[src/rtl/shift_arbiter.sv]
// Round-robin arbiter/sequencer for two clients sharing one 16-bit registered
// arithmetic right shifter; walks each operation through IDLE/SHIFT/LOAD/RESP.
module shift_arbiter (
  input  logic        clk,
  input  logic        rst,
  input  logic        req0_valid,
  input  logic [15:0] req0_a,
  input  logic [3:0]  req0_amt,
  output logic        req0_ready,
  input  logic        req1_valid,
  input  logic [15:0] req1_a,
  input  logic [3:0]  req1_amt,
  output logic        req1_ready,
  output logic [15:0] sh_a,
  output logic [3:0]  sh_amt,
  input  logic [15:0] sh_r,
  output logic        rsp_valid,
  output logic        rsp_id,
  output logic [15:0] rsp_data,
  input  logic        rsp_ready
);

  typedef enum logic [1:0] {
    ST_IDLE  = 2'd0,
    ST_SHIFT = 2'd1,
    ST_LOAD  = 2'd2,
    ST_RESP  = 2'd3
  } state_e;

  state_e      state_q, state_d;
  logic        last_grant_q, last_grant_d;
  logic [15:0] sh_a_q, sh_a_d;
  logic [3:0]  sh_amt_q, sh_amt_d;
  logic        rsp_valid_q, rsp_valid_d;
  logic        rsp_id_q, rsp_id_d;
  logic [15:0] rsp_data_q, rsp_data_d;
  logic        gnt_any_s;
  logic        gnt_id_s;

  // Grant selection: a lone requester wins; on a tie the one not served last wins.
  always_comb begin
    gnt_any_s = 1'b0;
    gnt_id_s  = 1'b0;
    if (state_q == ST_IDLE) begin
      if (req0_valid && req1_valid) begin
        gnt_any_s = 1'b1;
        gnt_id_s  = ~last_grant_q;
      end else if (req0_valid) begin
        gnt_any_s = 1'b1;
        gnt_id_s  = 1'b0;
      end else if (req1_valid) begin
        gnt_any_s = 1'b1;
        gnt_id_s  = 1'b1;
      end else begin
        gnt_any_s = 1'b0;
        gnt_id_s  = 1'b0;
      end
    end else begin
      gnt_any_s = 1'b0;
      gnt_id_s  = 1'b0;
    end
  end

  // Ready is suppressed while reset is held so nothing is accepted into an aborted state.
  assign req0_ready = gnt_any_s && (gnt_id_s == 1'b0) && !rst;
  assign req1_ready = gnt_any_s && (gnt_id_s == 1'b1) && !rst;

  // Next-state and datapath-register update for the sequencer.
  always_comb begin
    state_d      = state_q;
    last_grant_d = last_grant_q;
    sh_a_d       = sh_a_q;
    sh_amt_d     = sh_amt_q;
    rsp_valid_d  = rsp_valid_q;
    rsp_id_d     = rsp_id_q;
    rsp_data_d   = rsp_data_q;
    case (state_q)
      ST_IDLE: begin
        if (gnt_any_s) begin
          sh_a_d       = gnt_id_s ? req1_a : req0_a;
          sh_amt_d     = gnt_id_s ? req1_amt : req0_amt;
          rsp_id_d     = gnt_id_s;
          last_grant_d = gnt_id_s;
          state_d      = ST_SHIFT;
        end else begin
          state_d = ST_IDLE;
        end
      end
      ST_SHIFT: begin
        state_d = ST_LOAD;
      end
      ST_LOAD: begin
        // Shifter output now reflects the operands captured at the end of SHIFT.
        rsp_data_d  = sh_r;
        rsp_valid_d = 1'b1;
        state_d     = ST_RESP;
      end
      ST_RESP: begin
        if (rsp_ready) begin
          rsp_valid_d = 1'b0;
          state_d     = ST_IDLE;
        end else begin
          state_d = ST_RESP;
        end
      end
      default: begin
        rsp_valid_d = 1'b0;
        state_d     = ST_IDLE;
      end
    endcase
  end

  // State registers with synchronous reset that also aborts any in-flight operation.
  always_ff @(posedge clk) begin
    if (rst) begin
      state_q      <= ST_IDLE;
      last_grant_q <= 1'b1;
      sh_a_q       <= 16'h0000;
      sh_amt_q     <= 4'h0;
      rsp_valid_q  <= 1'b0;
      rsp_id_q     <= 1'b0;
      rsp_data_q   <= 16'h0000;
    end else begin
      state_q      <= state_d;
      last_grant_q <= last_grant_d;
      sh_a_q       <= sh_a_d;
      sh_amt_q     <= sh_amt_d;
      rsp_valid_q  <= rsp_valid_d;
      rsp_id_q     <= rsp_id_d;
      rsp_data_q   <= rsp_data_d;
    end
  end

  assign sh_a      = sh_a_q;
  assign sh_amt    = sh_amt_q;
  assign rsp_valid = rsp_valid_q;
  assign rsp_id    = rsp_id_q;
  assign rsp_data  = rsp_data_q;

endmodule

[config.mk]
export PLATFORM = sky130hd
export DESIGN_NAME = shift_arbiter
export DESIGN_NICKNAME = d
export VERILOG_FILES = /design/src/rtl/shift_arbiter.sv
export SDC_FILE = /design/constraint.sdc
export NUM_CORES = 1
export LEC_CHECK = 0
export CAP_MARGIN = 40
export CORE_MARGIN = 4
export CORE_UTILIZATION = 42
export DETAILED_ROUTE_END_ITERATION = 10
export PLACE_DENSITY = 0.85
export SLEW_MARGIN = 20
export SYNTH_ARGS = -nofsm -noshare
export SYNTH_HDL_FRONTEND = slang
export SYNTH_SLANG_ARGS = --single-unit
[constraint.sdc]
create_clock -name clk -period 3 [get_ports clk]
set_clock_uncertainty 0.05 [all_clocks]
set_input_delay 0.3 -clock clk [delete_from_list [all_inputs] [get_ports clk]]
set_output_delay 0.3 -clock clk [all_outputs]
set_load 0.01 [all_outputs]
==> run summary, run 1 <==
sequential share of the synthesized area: 0.427
Min-Delay Path Class: input pin to register
Iter 0 DRT Violations: 63
Antenna Cells: 0
Post-Synthesis Cell Area: 0.00192 mm^2
Overflow after GRT: 0
fmax: 409 MHz
post-CTS resize count: 0
RSZ-0062 raised after global routing: false
Chip Width: 75.7 um
Routed Wire Length: 5330 um
hold buffers post-CTS: 0
most instantiated cells after synthesis: dfxtp_1, a21oi_1, nand2_1, a311oi_2, nand4_1
Area Growth Syn to Fin: 55.4%
CP arrival: 2.09 ns
synthesized area per cell: 8.83 um^2
Clock Sinks: 41
dpl hpwl: 3720 um
layout cells sized above 1: 0.124
area of the multi-input gates: 958 um^2
Yosys top cell area share: 0.427
Top Metal Used: met4
number of synthesized flops with an enable pin: 0
largest net degree at the start of global routing: 44
Crit Path Max Fanout: 22
Worst Tran Pin Value: 0.683 ns
post-CTS setup buffers: 0
routed wl met3: 609 um
initial core utilization: 0.439
VDD IR-drop max: 0.000307 V
Worst Setup Start Kind: input pin
critical path class: input pin to output pin
CTS root buffer: clkbuf_8
synth top area cells: dfxtp_1, a311oi_2, a21oi_1, nand2_1, nand4_1
DR WL met2: 2520 um
Main synth FF type: dfxtp_1
top-count cell post-synth: dfxtp_1
GP Congestion: 0.721
antenna violations before repair: 0
WL met1: 2110 um
Layout Nets: 366
max_slew headroom: 0.543
setup TNS: 0 ns
Worst setup EP type: output pin
clock slew at reported path FFs: 0.07 ns
Vias/cell: 5.45
Placed Instances: 350
Synth area leader: dfxtp_1
number of remaining DRC errors: 0
CTS Buffer Depth: 2
Die Ht: 75.7 um
wire length per cell: 14.9 um
Skew-Pair Late Insertion Delay: 0.29 ns
max-cap viol count: 0
DIE AREA: 0.00573 mm^2
FF/Latch Area: 821 um^2
final setup vio count: 0
fillers: 391
fin. max-slew vios: 0
Vias: 1951
PD cells: 521 mW/mm^2
Inserted Clock Buffers: 5
asr flop ratio synth: 0
antenna-violating nets left: 0
status: finished clean
Port Buffers: 100
CTS tree: done
Syn. warnings: 0
Final Cycle Share: 0.815
register bit total from synthesis: 41
min cycle time layout: 2.44 ns
DR pass1 iterations: 4
Synth cell types: 25
first-pass GRT wire length: 7960 um
syn nets: 279
vias in the first global route: 1728
IO Pins: 101
Finished Layout Cells: 358
critical path required time: 2.65 ns
Hold Vio Cnt, Final: 0
Leak: 1.02 nW
Core Region: 0.00438 mm^2
# H-tree levels: 2
total global-route track usage: 0.181
Cells after Synth: 218
row cnt: 24
==> worst paths after layout <==
check	start	endpoint	slack, ns	cells past startpoint
max	req0_valid	req0_ready	0.56	5
min	rst	rsp_valid	0.32	2
max reg2reg	state_q[1]	sh_amt[0]	1.30	4
min reg2reg	rsp_data[3]	rsp_data[3]	0.40	2
==> cells by family after synthesis <==
kind of cell | share of synthesized area
and+or+nand+nor | 0.172
DFF | 0.427
buffers and inverters | 0.0754
AOI/OAI and AO/OA | 0.326
==> layout by cell type (no fill, tap or decap) <==
| cell | n |
|---|---|
| buf_2 | 1 |
| and3_1 | 1 |
| a211o_1 | 1 |
| or2_1 | 1 |
| nor2_1 | 2 |
| a21boi_1 | 1 |
| dfxtp_1 | 41 |
| clkbuf_8 | 7 |
| nand4_1 | 20 |
| nand2b_1 | 1 |
| a311oi_2 | 20 |
| o21ba_1 | 1 |
| nor2_4 | 1 |
| nand2_1 | 37 |
| o21ai_1 | 19 |
| a21oi_1 | 38 |
| buf_4 | 6 |
| a211o_2 | 1 |
| clkdlybuf4s50_1 | 99 |
| and2_4 | 1 |
| nor2b_1 | 1 |
| nor3_1 | 3 |
| o21ai_0 | 1 |
| clkinv_2 | 1 |
| inv_1 | 1 |
==> report_power, final <==
group / total (W) / internal [W] / switching (W)
clock network: 0.000391 / 0.000208 / 0.000183
logic: 0.000520 / 0.000267 / 0.000253
registers: 0.000647 / 0.000609 / 0.0000378
total: 0.00156 / 0.00108 / 0.000474
==> flip-flops by register name, indices dropped and copies added, names as in the netlist <==
register      count
last_grant_q      1
sh_a             16
rsp_valid         1
rsp_id            1
rsp_data         16
sh_amt            4
state_q           2
==> area by class of cell <==
type	count	area share
multi-input combinational	150	0.321
clock buffer	7	0.0322
inverter	1	0.00126
sequential	41	0.274
timing repair buffer	106	0.348
clock inverter	1	0.00167
tap	52	0.0218
==> layer usage <==
layer  vias up  track usage
li1        973            -
met2        91        0.307
met5         -            0
met3        10       0.0633
met1       877        0.213
met4         0       0.0641
==> critical path: stages <==
cell and delay [ns]:
clkdlybuf4s50_1 0.49, a211o_2 0.41, nor2_1 0.12, nor3_1 0.19
clkdlybuf4s50_1 0.58
==> through the flow <==
step	hold WS [ns]	setup slack (ns)	total power [W]	utilization	area, um^2
after floorplan	0.386	1.54	0.000955	-	1920
after CTS	0.312	0.565	0.00157	0.682	2990
after global placement	0.392	0.570	0.00117	0.659	2890
final	0.317	0.555	0.00156	0.682	2990
after global routing	0.323	0.470	0.00164	0.682	2990
after detailed placement	0.396	0.565	0.00118	0.659	2890
Power figures use the tool's default switching activity.
==> inputs of run 2 (changes only) <==
CORE_UTILIZATION = 39   (was 42)
PLACE_DENSITY = 0.8   (was 0.85)
clock period = 2.4 ns   (was 3 ns; I/O delays follow)
==> run 2 against run 1 <==
- sequential share of layout area is 0.14 points lower
- via count is 1.4% lower
- register-to-register slack worse by 0.60 ns
- critical path type unchanged
==> run summary, run 2 (same netlist as run 1, synthesis figures left out) <==
status: finished clean
final setup margin: 0.262 ns (-0.293 ns)
Crit Path Max Fanout: 3 (-86%)
reg2reg end: sh_a[1]
fmax: 468 MHz
Final Cycle Share: 0.891
Die Ht: 78.2 um (+3.4%)
VDD IR-drop max: 0.000265 V (-14%)
Iter 0 DRT Violations: 61 (-3.2%)
Min-Delay Path Class: input pin to register
clock slew at reported path FFs: 0.07 ns (about the same)
min-delay src: rst
CP dominant cell by count: clkdlybuf4s50_1
pre-CTS WS: 0.287 ns (-0.278 ns)
dpl hpwl: 3890 um (+4.7%)
Layout Nets: 368 (+0.55%)
highest-delay cell along the critical path: clkdlybuf4s50_1
reg2reg setup slack: 0.70 ns (-0.60 ns)
Finished Layout Cells: 375 (+4.7%)
post-CTS setup buffers: 0 (unchanged)
Worst setup EP type: output pin
max_slew headroom: 0.619 (+0.0759)
Area Growth Syn to Fin: 56.2%
Antenna Cells: 0 (unchanged)
critical path buffer and inverter count: 2 (unchanged)
vias in the first global route: 1828 (+5.8%)
Overflow after GRT: 0 (unchanged)
RSZ-0062 raised after global routing: false
DIE AREA: 0.00612 mm^2 (+6.9%)
number of cells on the worst reg-to-reg path: 4 (unchanged)
fin. max-slew vios: 0 (unchanged)
total global-route track usage: 0.178 (-0.00314)
most frequent cells in the layout: clkdlybuf4s50_1, dfxtp_1, a21oi_1
post-CTS resize count: 0 (unchanged)
Hold Path Stages: 2 (unchanged)
first-pass GRT wire length: 8900 um (+12%)
Port Buffers: 100 (unchanged)
Skew-Pair Late Insertion Delay: 0.29 ns (about the same)
Hold Vio Cnt, Final: 0 (unchanged)
critical path required time: 2.11 ns (-0.54 ns)
Clock Sinks: 41 (unchanged)
Inserted Clock Buffers: 5 (unchanged)
GP Congestion: 0.710 (-1.5%)
Chip Width: 78.2 um (+3.4%)
# H-tree levels: 2 (unchanged)
Critical R2R Launch: state_q[1]
layout cells sized above 1: 0.127 (+0.00244)
cell breakdown of the critical path: clkdlybuf4s50_1, a211o_2, nor2_1, nor3_1, clkdlybuf4s50_1
PD cells: 629 mW/mm^2 (+21%)
max-cap viol count: 0 (unchanged)
wire length per cell: 14.7 um (-1.5%)
Core Region: 0.00475 mm^2 (+8.4%)
CP Depth: 5 (unchanged)
cell area after layout: 0.00301 mm^2 (+0.50%)
Hold EP: rsp_valid
IO Pins: 101 (unchanged)
Slowest Stage Delay on Critical Path: 0.51 ns (-0.07 ns)
row cnt: 25 (+4.2%)
hold buffers post-CTS: 0 (unchanged)
CTS tree: done
initial core utilization: 0.405 (-0.0342)
antenna violations before repair: 0 (unchanged)
antenna-violating nets left: 0 (unchanged)
Placed Instances: 367 (+4.9%)
placed inst area: 0.00292 mm^2 (+1.2%)
CP arrival: 1.85 ns (-0.24 ns)
Routed Wire Length: 5500 um (+3.2%)
Vias: 1924 (-1.4%)
min cycle time layout: 2.14 ns
DR pass1 iterations: 4 (unchanged)
number of remaining DRC errors: 0 (unchanged)
final setup vio count: 0 (unchanged)
Worst Setup Start Kind: input pin
setup TNS: 0 ns (unchanged)
largest net degree at the start of global routing: 44 (unchanged)
critical path class: input pin to output pin
CTS root buffer: clkbuf_8
Worst Tran Pin Value: 0.571 ns (-0.112 ns)
most common cell after layout, fill and taps aside: clkdlybuf4s50_1
Leak: 1.02 nW (about the same)
crit path launch: req0_valid
crit-path leading delay family: buffers and inverters
Vias/cell: 5.13 (-5.9%)
CTS Buffer Depth: 2 (unchanged)
run 2: cell type report:
class | instances | area (um^2)
clock buffer | 6 | 72.6
clock inverter | 2 | 10.0
fill | 429 | 1750
inverter | 1 | 3.75
multi-input combinational | 150 | 958
sequential | 41 | 821
tap | 67 | 83.8
timing repair buffer | 108 | 1060
run 2: metrics by stage:
| stage | hold WS, ns | utilization | total power, W |
|---|---|---|---|
| floorplan | 0.326 | - | 0.00119 |
| global placement | 0.391 | 0.615 | 0.00148 |
| detailed placement | 0.397 | 0.615 | 0.00149 |
| CTS | 0.308 | 0.632 | 0.00192 |
| global route | 0.341 | 0.632 | 0.00199 |
| finish | 0.310 | 0.632 | 0.00189 |
run 2: worst max-delay path by stage:
| stage | slack (ns) | endpoint |
|---|---|---|
| after CTS | 0.28 | req0_ready |
| after global routing | 0.22 | req0_ready |
| after global placement | 0.33 | req0_ready |
| after floorplan | 1.00 | req1_ready |
| after detailed placement | 0.29 | req0_ready |
| final | 0.26 | req0_ready |
run 2: where the power goes:
| group | switching (W) | leakage [nW] | internal, W | total (W) |
|---|---|---|---|---|
| registers | 0.0000488 | 0.338 | 0.000761 | 0.000810 |
| clock network | 0.000223 | 0.0450 | 0.000201 | 0.000424 |
| logic | 0.000317 | 0.637 | 0.000340 | 0.000657 |
| total | 0.000588 | 1.02 | 0.00130 | 0.00189 |
run 2: worst reg2reg max path, stage by stage, from the launching register on:
cell and delay, ns:
dfxtp_1 0.38, nor2_4 0.13, buf_4 0.38, and2_4 0.46
a311oi_2 0.16
run 2: layer usage:
| metal | track usage | vias up | part of all wire |
|---|---|---|---|
| li1 | - | 977 | - |
| met1 | 0.217 | 865 | 0.41 |
| met2 | 0.310 | 77 | 0.50 |
| met3 | 0.0505 | 5 | 0.082 |
| met4 | 0.0420 | 0 | 0.0069 |
| met5 | 0 | - | 0 |
